==> src/rtl/ram_arb_pkg.sv <==
// ram_arb_pkg: shared state encoding and default sizes for the RAM8 arbiter
package ram_arb_pkg;
  localparam int WIDTH_DEF = 16;
  localparam int AW_DEF = 3;
  typedef enum logic [1:0] {
    IDLE   = 2'd0,
    ACCESS = 2'd1,
    DONE   = 2'd2
  } state_t;
endpackage

==> src/rtl/rr_pick2.sv <==
// rr_pick2: combinational two-way round-robin picker
module rr_pick2 (
  input  logic [1:0] req,
  input  logic       last,
  output logic       grant_valid,
  output logic       grant_idx
);
  // a lone requester wins; on a tie the one not granted last wins
  always_comb begin
    grant_valid = |req;
    grant_idx = (req == 2'b11) ? ~last : req[1];
  end
endmodule

==> src/rtl/ram8_arbiter.sv <==
// ram8_arbiter: round-robin sharing of one RAM8 bank between two requesters
module ram8_arbiter
  import ram_arb_pkg::*;
#(
  parameter int WIDTH = WIDTH_DEF,
  parameter int AW = AW_DEF
) (
  input  logic               clk,
  input  logic               rst_n,
  input  logic [1:0]         req,
  input  logic [1:0]         we,
  input  logic [2*AW-1:0]    addr,
  input  logic [2*WIDTH-1:0] wdata,
  output logic [1:0]         ack,
  output logic [WIDTH-1:0]   rdata,
  output logic               busy,
  output logic [AW-1:0]      ram_addr,
  output logic [WIDTH-1:0]   ram_in,
  output logic               ram_load,
  input  logic [WIDTH-1:0]   ram_out
);
  state_t state;
  logic last;
  logic win;
  logic grant_valid;
  logic grant_idx;

  rr_pick2 u_pick (
    .req(req),
    .last(last),
    .grant_valid(grant_valid),
    .grant_idx(grant_idx)
  );

  assign busy = (state != IDLE);

  // grant in IDLE, run the bank for one cycle in ACCESS, pulse ack in DONE
  always_ff @(posedge clk or negedge rst_n) begin
    if (!rst_n) begin
      state <= IDLE;
      last <= 1'b1;
      win <= 1'b0;
      ack <= '0;
      rdata <= '0;
      ram_addr <= '0;
      ram_in <= '0;
      ram_load <= 1'b0;
    end else begin
      ack <= '0;
      case (state)
        IDLE: if (grant_valid) begin
          win <= grant_idx;
          last <= grant_idx;
          ram_addr <= grant_idx ? addr[2*AW-1:AW] : addr[AW-1:0];
          ram_in <= grant_idx ? wdata[2*WIDTH-1:WIDTH] : wdata[WIDTH-1:0];
          ram_load <= we[grant_idx];
          state <= ACCESS;
        end
        ACCESS: begin
          if (!ram_load) rdata <= ram_out;
          ram_load <= 1'b0;
          ack[win] <= 1'b1;
          state <= DONE;
        end
        default: state <= IDLE;
      endcase
    end
  end
endmodule

==> config.mk <==
export PLATFORM = sky130hd
export DESIGN_NAME = ram8_arbiter
export DESIGN_NICKNAME = d
export VERILOG_FILES = /design/src/rtl/ram_arb_pkg.sv /design/src/rtl/rr_pick2.sv /design/src/rtl/ram8_arbiter.sv
export SDC_FILE = /design/constraint.sdc
export NUM_CORES = 1
export LEC_CHECK = 0
export ABC_AREA = 1
export CORE_ASPECT_RATIO = 0.7
export CORE_UTILIZATION = 39
export DETAILED_ROUTE_END_ITERATION = 12
export PLACE_DENSITY = 0.85
export REMOVE_ABC_BUFFERS = 1
export SETUP_SLACK_MARGIN = 0.5
export SYNTH_ARGS = -nofsm -noshare
export SYNTH_HDL_FRONTEND = slang
export SYNTH_SLANG_ARGS = --single-unit
==> constraint.sdc <==
create_clock -name clk -period 1.4 [get_ports clk]
set_input_delay 0.42 -clock clk [delete_from_list [all_inputs] [get_ports clk]]
set_output_delay 0.42 -clock clk [all_outputs]
set_load 0.1 [all_outputs]
== After elaboration in Yosys (flattened, before gate mapping) ==
Cells that the tools add are included.

* Order comparisons: 3
* Equality and inequality tests: 3
* Mux-type cells: 12
* Bitwise operators: 2
* Reductions and logical operators: 8

{| class="wikitable"
|+ Operators by type and width
! cell !! count
|-
| 16-bit two-way mux || 1
|-
| 2-bit AND reduction || 3
|-
| 1-bit two-way mux || 5
|-
| 1-bit by 2-bit less-than comparator with 1-bit output, second input constant || 2
|-
| 2-bit two-way mux || 2
|-
| 2-bit case mux with 2 select lines || 1
|-
| 2-bit nonzero test || 2
|-
| 3-bit two-way mux || 1
|-
| 2-bit by 1-bit equality test with 1-bit output, second input constant || 1
|-
| 2-bit equality test, second input constant || 1
|-
| 2-bit logical NOT || 1
|-
| 2-bit inequality test, second input constant || 1
|-
| 1-bit NOT || 2
|-
| 1-bit case mux with 2 select lines || 1
|-
| 2-bit OR reduction || 1
|-
| 1-bit demux with 1-bit select || 1
|-
| 1-bit greater-or-equal comparator, second input constant || 1
|-
| 1-bit logical AND || 1
|}

* Register bits: 42
* Input bits: 60
* Output and inout bits: 39
* Word-level logic and storage cells: 36

== Depth between registers and ports, before layout ==
Gate-level depths: netlist (run 1).

* Depth after elaboration: 6
* Depth in mapped cells: 7
* Depth with buffers taken out: 6

== By module ==
A second synthesis (run 1) with hierarchy kept.

* Cells, all modules: 245
* Area, all modules: 1920.6 um^2

{| class="wikitable"
|+ By module, submodules not included
! module !! times used !! cells an instance !! area each (um^2)
|-
| ram8_arbiter || 1 || 242 || 1905.6
|-
| rr_pick2 || 1 || 3 || 15.0
|}

== Worst setup path before layout (run 1) ==
OpenSTA, ideal clock, no wires.

* Path type: register to register
* Start point: register ram_load
* End point: register rdata[10]
* Setup time: 0.067 ns
* Data arrival time: 1.872 ns
* Required time: 1.333 ns
* Slack: -0.539 ns
* Stages on the path, launching flop included: 6
* Buffers on the path: 1
* Cell sequence: dfrtp_1 -> clkinv_1 -> nand2_2 -> buf_2 -> nand2_1 -> nand2_1

* Word-level cells in the longest chain between the ends: 2

{| class="wikitable"
|+ RTL lines
! element !! line !! text
|-
| start, declared || ram8_arbiter.sv:19 || <nowiki>output logic ram_load,</nowiki>
|-
| start signal, assigned || ram8_arbiter.sv:56 || <nowiki>ram_load <= we[grant_idx];</nowiki>
|-
| 1-bit NOT (no source line) || -- ||
|-
| 2-bit AND reduction (no source line) || -- ||
|-
| end signal, assigned || ram8_arbiter.sv:60 || <nowiki>if (!ram_load) rdata <= ram_out;</nowiki>
|-
| end, declared || ram8_arbiter.sv:15 || <nowiki>output logic [WIDTH-1:0] rdata,</nowiki>
|}

No other way between the ends.
A chain may end at the register's enable or synchronous reset.

== Final worst setup path (run 1) ==
* Start point: register state[0]
* End point: register ram_addr[2]

* Word-level cells in the longest chain between the ends: 2

{| class="wikitable"
|+ RTL lines
! element !! line !! text
|-
| start, declared || ram8_arbiter.sv:22 || <nowiki>state_t state;</nowiki>
|-
| start signal, assigned || ram8_arbiter.sv:40 || <nowiki>state <= IDLE;</nowiki>
|-
| start signal, assigned || ram8_arbiter.sv:57 || <nowiki>state <= ACCESS;</nowiki>
|-
| start signal, assigned || ram8_arbiter.sv:63 || <nowiki>state <= DONE;</nowiki>
|-
| 2-bit logical NOT || ram8_arbiter.sv:50 || <nowiki>case (state)</nowiki>
|-
| 2-bit AND reduction (no source line) || -- ||
|-
| end signal, assigned || ram8_arbiter.sv:54 || <nowiki>ram_addr <= grant_idx ? addr[2*AW-1:AW] : addr[AW-1:0];</nowiki>
|-
| end, declared || ram8_arbiter.sv:17 || <nowiki>output logic [AW-1:0] ram_addr,</nowiki>
|}

No other way between the ends.

==> run_results.csv, run 1 <==
group,metric,value,unit
timing,finalHoldViolCount,0,
timing,post-route-min-period,1.613,ns
synthesis,synth.area.mux_share,0,%
clock_tree,cts.sinks,42,
global_route,antenna_found_initial,0,
setup_path,critical_path_class,"flip-flop to flip-flop",
timing,skew,0.01186,ns
clock_tree,cts_buffers,5,
synthesis,ys_seq_area_share,55.47,%
placed_design,hpwl,3926,um
cells_and_area,nNetsFinal,457,
synthesis,avgSynthCellArea,7.838,um^2
synthesis,synth_top_family_by_area,"simple AND/OR/NAND/NOR gates",
synthesis,yosysWarnings,0,
placed_design,gp_congestion,0.8069,
synthesis,synth_flop_cell,"dfrtp_1",
cells_and_area,fin_util,96.25,%
synthesis,synth_edf_count,0,
synthesis,synth.cell_area,1897,um^2
synthesis,netlist.area_leader.share,54.09,%
clock_tree,cts_tree,"yes",
floorplan,core,4504,um^2
floorplan,rows,20,
global_route,grt_max_degree,23,
timing,setup_ws,-0.2131,ns
synthesis,synthCells,242,
timing,fmax,619.9,MHz
global_route,track_usage,34.64,%
timing,setup_viol_count_final,36,
routing,drtPass1Iterations,5,
clock_tree,cts.clk_slew.worst_paths,0.09,ns
timing,maxSlewViolCount,0,
synthesis,synth_seq_cells,42,
floorplan,start_util,42.11,%
routing,ant_nets,0,
global_route,grt_pass1_wl,12920,um
routing,drt_iter0_markers,230,
outcome,violations,"negative setup slack",
flow_run,max-cap-violations,0,
clock_tree,ctsRootBufferMaster,"clkbuf_8",
cells_and_area,fillers,92,
synthesis,synthTopCellsByCount,"97 x nand2_1, 41 x dfrtp_1, 25 x nor2_1, 23 x inv_1",
routing,post-route-drc-count,0,
timing,hold_slack,0.02323,ns
timing,period_share,115.2,%
synthesis,synth_cell_types,17,
timing,slew_headroom,73.93,%
floorplan,die_x,85.36,um
setup_path,required,1.61,ns
clock_tree,clock_path_buffers,2,
global_route,grt-ovfl-total,0,
floorplan,dieArea,5151,um^2
synthesis,synthXorXnorAreaFrac,0,%
routing,vias,2680,
synthesis,synth_area_leaders,"dfrtp_1 54%, nand2_1 19%, nor2_1 4.9%",
clock_tree,hold_buffers,0,
setup_path,worstPathArrival,1.82,ns
timing,rsz0062_at_grt,"yes",
setup_path,r2r_slack,-0.21,ns
synthesis,yosysTopAreaCell,"dfrtp_1",
placed_design,portBuffers,98,
synthesis,synthArstFlopShare,100.0,%
routing,vias_per_cell,5.916,
outcome,status,"finished, violations left",
setup_path,endpoint_kind,"flip-flop",
cells_and_area,area_delta_synth_final,128.6,%
synthesis,synth_simple_gate_area_share,30.15,%
floorplan,die_h,60.35,um
timing,tightest_slew,0.3911,ns
cells_and_area,layout-drive-gt1-share,40.95,%
cells_and_area,num_antenna_cells,0,
clock_tree,htreeDepth,2,
synthesis,synthAdderAreaFrac,0,%
synthesis,synth.most_common_cell,"nand2_1",
routing,drt_wl_total,11180,um
routing,routedWlPerCell,24.69,um
setup_path,critPathLaunchType,"flip-flop",
synthesis,synth_compound_area_share,5.937,%
setup_path,cp_max_fo,5,
hold_path,min_path_type,"primary input to async pin",
floorplan,boundaryPins,99,
clock_tree,insertion_delay,0.30,ns
global_route,grt_pass1_vias,2430,
layer usage:
layer / share of wire (%) / routed length [um] / up-vias / track usage, %
met2: 47 / 5287 / 260 / 60.14
met1: 35 / 3969 / 1276 / 40.84
met3: 10 / 1123 / 89 / 9.252
met4: 7.2 / 803 / 0 / 18.57
met5: 0 / 0 / - / 0
li1: - / - / 1055 / -
flip-flops by register name, summed over array words and instances (netlist names):
signal	count
ack	2
last	1
ram_addr	3
ram_in	16
ram_load	1
rdata	16
state	2
win	1
critical path, cell delays in order (launching register included):
cell     delay (ns)
dfrtp_1        0.44
inv_2          0.11
nand2_4        0.07
buf_4          0.14
nor2_4         0.20
buf_6          0.18
buf_16         0.13
nand2_1        0.06
o21ai_1        0.17
cells in the final DEF, fill, tap and decap left out:
cell / n
a21boi_1: 1
buf_12: 48
buf_16: 7
buf_2: 1
buf_4: 36
buf_6: 7
buf_8: 1
clkbuf_1: 1
clkbuf_8: 6
clkdlybuf4s15_1: 1
clkdlybuf4s50_1: 56
clkinv_2: 1
clkinv_4: 1
dfrtp_1: 39
dfrtp_2: 2
dfstp_2: 1
dlygate4sd2_1: 1
inv_1: 20
inv_2: 2
inv_4: 1
nand2_1: 72
nand2_2: 22
nand2_4: 3
nand2_8: 2
nand3_1: 6
nand3_2: 8
nand3_4: 4
nor2_1: 21
nor2_2: 3
nor2_4: 3
o21ai_1: 17
o21ai_2: 4
path summary, 6_finish.rpt:
| kind | start | end | depth (start not counted) |
|---|---|---|---|
| max | state[0] | ram_addr[2] | 8 |
| min | rst_n | rdata[6] | 1 |
| max reg2reg | state[0] | ram_addr[2] | 8 |
| min reg2reg | win | ack[0] | 1 |
| max in group asynchronous | rst_n | ram_in[10] | 2 |
| min in group clk | win | ack[0] | 1 |
through the flow:
step | setup slack, ns | setup TNS [ns] | area, um^2 | instances
5_1_grt | -0.2049 | -3.580 | 4335 | 453
2_1_floorplan | -0.6792 | -24.40 | 1827 | 231
4_1_cts | -0.007555 | -0.007555 | 4084 | 433
6_report | -0.2131 | -3.533 | 4335 | 453
3_3_place_gp | -0.2312 | -4.456 | 3402 | 396
3_5_place_dp | -0.3146 | -5.715 | 3402 | 396
area by class of cell:
cell class / instances / area (um^2) / area share (%)
repair buffers: 158 / 2102 / 48.48
flip-flops and latches: 42 / 1055 / 24.33
multi-input cells: 166 / 920.9 / 21.24
inverters: 24 / 97.59 / 2.251
clock buffers: 7 / 86.33 / 1.991
well taps: 55 / 68.82 / 1.587
clock inverters: 1 / 5.005 / 0.1154
kinds of logic after synthesis:
logic type | Yosys count
simple gates | 143
buf+inv | 35
flops | 42
compound gates | 22
timing repair:
action                                  4_1_cts  5_1_grt
pin swaps                                    17       17
buffers inserted                             20       20
endpoints found under the setup margin       79       81
cloned                                        9        0
endpoints found under the hold margin         0        0
resized for setup                            64       29
Power of run 1 is not shown: default switching activity piles up to over one toggle a cycle in this logic, so the estimate is an artifact.
==> run 2: changes to the inputs <==
--- a/config.mk
+++ b/config.mk
@@ -5,11 +5,10 @@
 export SDC_FILE = /design/constraint.sdc
 export NUM_CORES = 1
 export LEC_CHECK = 0
-export ABC_AREA = 1
 export CORE_ASPECT_RATIO = 0.7
 export CORE_UTILIZATION = 39
 export DETAILED_ROUTE_END_ITERATION = 12
-export PLACE_DENSITY = 0.85
+export PLACE_DENSITY = 0.86
 export REMOVE_ABC_BUFFERS = 1
 export SETUP_SLACK_MARGIN = 0.5
 export SYNTH_ARGS = -nofsm -noshare
==> run 2 against run 1 <==
  * Worst setup slack gained 0.12 ns
  * The run ends with design-rule violations, negative setup slack left
  * Register-to-register slack gained 0.13 ns
  * Sequential cell count is the same
  * First-iteration DRC count shrank 40%
  * Wire length shrank 44%
  * Critical path depth shrank 5
  * Core utilization shrank 8.9 points
  * Critical endpoint is now busy
  * Via count shrank 35%
  * Worst hold slack gained 0.052 ns
==> run_results.csv, run 2 <==
group,metric,value,unit
global_route,track_usage,24.44,%
global_route,grt_max_degree,43,
cells_and_area,fin_util,87.34,%
floorplan,core,4429,um^2
setup_path,critPathLaunchType,"flip-flop",
synthesis,synth.cell_area,1837,um^2
cells_and_area,fillers,205,
routing,vias_per_cell,5.186,
timing,maxSlewViolCount,0,
setup_path,required,0.98,ns
cells_and_area,area_delta_synth_final,110.6,%
floorplan,start_util,41.47,%
setup_path,critical_path_class,"flip-flop to primary output",
placed_design,gp_congestion,0.6699,
timing,tns,-0.6973,ns
clock_tree,cts.sinks,42,
synthesis,synth_seq_cells,42,
clock_tree,clock_path_buffers,2,
clock_tree,hold_buffers,0,
synthesis,ys_seq_area_share,57.29,%
cells_and_area,layout-drive-gt1-share,42.65,%
synthesis,synth_top_family_by_area,"multiplexers",
global_route,grt_pass1_vias,1751,
routing,ant_nets,0,
timing,period_share,106.5,%
routing,routedWlPerCell,18.69,um
setup_path,r2r-start,"state[0]",
cells_and_area,final_cell_mix,"56 x clkdlybuf4s50_1, 45 x buf_12, 40 x dfrtp_1",
placed_design,portBuffers,98,
cells_and_area,final_common_cell,"clkdlybuf4s50_1",
synthesis,yosysTopAreaCell,"dfrtp_1",
synthesis,synth_edf_count,0,
synthesis,avgSynthCellArea,13.03,um^2
setup_path,max_stage_delay,0.42,ns
setup_path,crit_chain,"nor2_4, inv_2, buf_12",
global_route,antenna_found_initial,0,
synthesis,yosysWarnings,0,
setup_path,critPathBufInv,2,
timing,slew_headroom,84.57,%
cells_and_area,reg_top3,"ram_in: 16 flops, rdata: 16 flops, ram_addr: 3 flops",
clock_tree,htreeDepth,2,
cells_and_area,nNetsFinal,338,
floorplan,die_x,84.03,um
flow_run,max-cap-violations,0,
floorplan,boundaryPins,99,
cells_and_area,ff_latch_area,1054,um^2
synthesis,synthCells,141,
synthesis,synth.area.mux_share,22.75,%
setup_path,startpoint,"state[0]",
setup_path,crit_slowest_cell,"dfrtp_1",
timing,setup_viol_count_final,14,
setup_path,cp_max_fo,2,
timing,post-route-min-period,1.491,ns
synthesis,netlist.area_leader.share,55.86,%
setup_path,endpoint_kind,"primary output",
synthesis,synthAdderAreaFrac,0,%
timing,tightest_slew,0.2315,ns
routing,drt_wl_total,6244,um
timing,skew,0.004917,ns
outcome,status,"finished, violations left",
synthesis,synthXorXnorAreaFrac,0,%
clock_tree,insertion_delay,0.29,ns
global_route,grt-ovfl-total,0,
routing,drtPass1Iterations,8,
floorplan,die_h,59.42,um
routing,wl_met3,411,um
synthesis,synth_compound_area_share,12.53,%
clock_tree,ctsRootBufferMaster,"clkbuf_8",
routing,wl_met2,3178,um
cells_and_area,instances_no_fill,334,
placed_design,hpwl,3491,um
synthesis,synth.most_common_cell,"dfrtp_1",
placed_design,place_inst,291,
setup_path,worstPathArrival,1.07,ns
synthesis,synthArstFlopShare,100.0,%
outcome,violations,"design-rule violations, negative setup slack",
clock_tree,cts.clk_slew.worst_paths,0.08,ns
timing,setup_ws,-0.09067,ns
hold_path,min_path_type,"primary input to async pin",
routing,met1_length,2535,um
floorplan,rows,20,
placed_design,dp_slack,-0.4118,ns
synthesis,synth_simple_gate_area_share,3.406,%
setup_path,crit_family,"flip-flops",
synthesis,synth_area_leaders,"dfrtp_1 56%, a21oi_1 11%, mux2i_1 11%",
routing,vias,1732,
routing,drt_iter0_markers,139,
routing,post-route-drc-count,6,
timing,finalHoldViolCount,0,
timing,rsz0062_at_grt,"yes",
routing,highest_layer,"met4",
cells_and_area,num_antenna_cells,0,
clock_tree,cts_buffers,5,
floorplan,dieArea,4992,um^2
synthesis,synth_flop_cell,"dfrtp_1",
global_route,grt_pass1_wl,8928,um
setup_path,r2r_slack,-0.08,ns
synthesis,synth_cell_types,20,
timing,fmax,670.8,MHz
cells_and_area,multi_input_area,784.5,um^2
clock_tree,cts_tree,"yes",
synthesis,synthTopCellsByCount,"41 x dfrtp_1, 40 x a21oi_1, 20 x mux2i_1, 10 x mux2_4, 6 x mux2_2",
## run 2: final cells by class
class / instances / area share (%)
clock buffers: 7 / 2.232
clock inverters: 1 / 0.1294
inverters: 3 / 0.2911
multi-input cells: 90 / 20.28
flip-flops and latches: 42 / 27.23
well taps: 55 / 1.779
repair buffers: 136 / 48.06
## run 2: routing by layer
metal	up-vias	track usage, %
li1	777	-
met1	856	31.15
met2	83	40.40
met3	16	7.799
met4	0	7.882
met5	-	0
## run 2: worst paths after layout
path / end / cells past startpoint
max reg2reg: rdata[4] / 5
min: ram_in[5] / 2
min in group clk: ack[0] / 1
min reg2reg: ack[0] / 1
max in group asynchronous: last / 2
max: busy / 3
## run 2: metrics by stage
stage | area, um^2 | hold WS, ns
after CTS | 3725 | 0.08704
after global routing | 3869 | 0.08410
after detailed placement | 3292 | 0.4082
after floorplan | 1774 | 0.1244
final | 3869 | 0.07478
after global placement | 3292 | 0.4114
## run 2: worst register-to-register path, stage by stage, from the launching register on
cell	delay, ns
dfrtp_1	0.40
buf_4	0.14
nand2b_4	0.09
nor2_8	0.14
bufbuf_16	0.27
mux2_2	0.32
## run 2: logic make-up (layout without fill, tap and decap cells)
group	Yosys count	in the layout
compound gates	44	44
buf+inv	12	147
flops	42	42
mux	36	36
simple gates	7	10
## run 2: timing repair
item	in CTS	in global routing
buffers inserted	17	10
pin swaps	12	15
cloned	7	1
endpoints found under the setup margin	78	78
resized for setup	19	14
endpoints found under the hold margin	0	0
Power of run 2 is left out for the same reason.
==> run 3: changes to the inputs <==
--- a/config.mk
+++ b/config.mk
@@ -6,6 +6,7 @@
 export NUM_CORES = 1
 export LEC_CHECK = 0
 export CORE_ASPECT_RATIO = 0.7
+export CORE_MARGIN = 3
 export CORE_UTILIZATION = 39
 export DETAILED_ROUTE_END_ITERATION = 12
 export PLACE_DENSITY = 0.86
==> run 3 against run 2 <==
  * The run ends with negative setup slack left
  * Via count grew 0.40%
  * Register-to-register slack got worse by 0.02 ns
  * Wire length grew 9.8%
  * Worst setup slack worse by 0.020 ns
  * First-iteration DRC count is 52% lower
  * Critical endpoint unchanged
==> run_results.csv, run 3 (synthesized netlist as in run 2, its figures left out) <==
group,metric,value,unit
placed_design,portBuffers,98,
timing,setup_viol_count_final,15,
clock_tree,cts_buffers,5,
cells_and_area,postLayoutCellArea,3845,um^2
clock_tree,cts.clk_slew.worst_paths,0.09,ns
timing,tightest_slew,0.2891,ns
floorplan,boundaryPins,99,
routing,vias_per_cell,5.238,
placed_design,dp_slack,-0.4190,ns
setup_path,r2r-start,"state[0]",
floorplan,rows,20,
floorplan,die_x,88.03,um
placed_design,gp_congestion,0.7392,
global_route,antenna_found_initial,0,
clock_tree,insertion_delay,0.30,ns
routing,vias,1739,
timing,setup_ws,-0.1106,ns
setup_path,critPathLaunchType,"flip-flop",
floorplan,die_h,63.42,um
timing,finalHoldViolCount,0,
global_route,grt_pass1_vias,1915,
timing,skew,0.01068,ns
setup_path,crit_chain,"nor2_4, inv_2, buf_12",
cells_and_area,num_antenna_cells,0,
flow_run,max-cap-violations,0,
cells_and_area,layout-drive-gt1-share,45.85,%
placed_design,hpwl,3969,um
cells_and_area,final_common_cell,"clkdlybuf4s50_1",
floorplan,core,4429,um^2
global_route,track_usage,25.22,%
routing,post-route-drc-count,0,
routing,drt_wl_total,6857,um
setup_path,endpoint_kind,"primary output",
clock_tree,cts.sinks,42,
routing,drt_iter0_markers,67,
clock_tree,cts_tree,"yes",
clock_tree,htreeDepth,2,
setup_path,r2r_slack,-0.10,ns
timing,fmax,662.0,MHz
setup_path,max_stage_delay,0.44,ns
setup_path,crit_end,"busy",
timing,period_share,107.9,%
cells_and_area,reg_top3,"ram_in: 16 flops, rdata: 16 flops, ram_addr: 3 flops",
floorplan,dieArea,5582,um^2
global_route,grt-ovfl-total,0,
timing,slew_headroom,80.73,%
timing,maxSlewViolCount,0,
cells_and_area,area_delta_synth_final,109.3,%
routing,ant_nets,0,
setup_path,worstPathArrival,1.09,ns
cells_and_area,final_cell_mix,"56 x clkdlybuf4s50_1, 43 x buf_12, 40 x dfrtp_1",
global_route,grt_max_degree,23,
global_route,grt_pass1_wl,10350,um
hold_path,min_path_type,"primary input to async pin",
setup_path,crit_slowest_cell,"dfrtp_1",
routing,routedWlPerCell,20.65,um
setup_path,cp_max_fo,2,
placed_design,placed_area,3294,um^2
timing,rsz0062_at_grt,"yes",
timing,post-route-min-period,1.511,ns
floorplan,start_util,41.47,%
cells_and_area,instances_no_fill,332,
setup_path,critical_path_class,"flip-flop to primary output",
outcome,status,"finished, violations left",
placed_design,place_inst,293,
setup_path,required,0.98,ns
setup_path,startpoint,"state[0]",
outcome,violations,"negative setup slack",
timing,tns,-1.188,ns
cells_and_area,nNetsFinal,336,
clock_tree,ctsRootBufferMaster,"clkbuf_8",
setup_path,r2r-end,"rdata[0]",
routing,drtPass1Iterations,4,
clock_tree,clock_path_buffers,2,
setup_path,r2r_cells,5,
-- run 3: cell types whose count changed in the layout (fill, tap and decap cells not counted), moves of 3 or more --
cell,delta
buf_6,-5
buf_4,+7
mux2i_4,+4
mux2i_1,-6
a21oi_1,-3
a21oi_2,+3
-- run 3: what timing repair did --
action / in CTS / in global routing
gates resized for setup: 21 / 18
endpoints found under the setup margin: 78 / 81
pin swaps: 7 / 11
gates cloned: 6 / 0
setup buffers: 20 / 5
hold buffers: 0 / 0
-- run 3: stage by stage --
step / util, % / hold WS, ns
3_5_place_dp: 74.38 / 0.4176
3_3_place_gp: 74.38 / 0.4113
5_1_grt: 86.81 / 0.1034
4_1_cts: 83.95 / 0.1004
6_report: 86.81 / 0.08441
2_1_floorplan: - / 0.1244
-- run 3: layer usage --
layer  share of wire [%]  vias to the layer above  GRT usage (%)  routed length [um]
li1                    -                      777              -                   -
met1                  38                      870          31.03                2627
met2                  53                       78          40.70                3646
met3                 6.1                       14          8.889                 420
met4                 2.4                        0          9.245                 163
met5                   0                        -              0                   0
-- run 3: worst min-delay path by stage --
stage	to	slack, ns	cells past startpoint
final	ram_in[15]	0.08	2
after global routing	ram_in[15]	0.10	2
after CTS	ram_in[15]	0.10	2
after detailed placement	ram_in[15]	0.42	2
after global placement	ram_in[15]	0.41	2
after floorplan	ack[0]	0.12	0
-- run 3: cell type report --
type	instances	area, um^2
clock inverter	1	5.005
sequential	42	1054
tap	55	68.82
clock buffer	7	86.33
timing repair buffer	134	1765
fill	199	584.3
multi-input combinational	90	854.6
inverter	3	11.26
-- run 3: critical path, delay by kind of cell (launching register included) --
family | cells | cell delay, ns
DFF | 1 | 0.44
buffers and inverters | 2 | 0.22
and+or+nand+nor | 1 | 0.12
Power of run 3 is left out for the same reason.
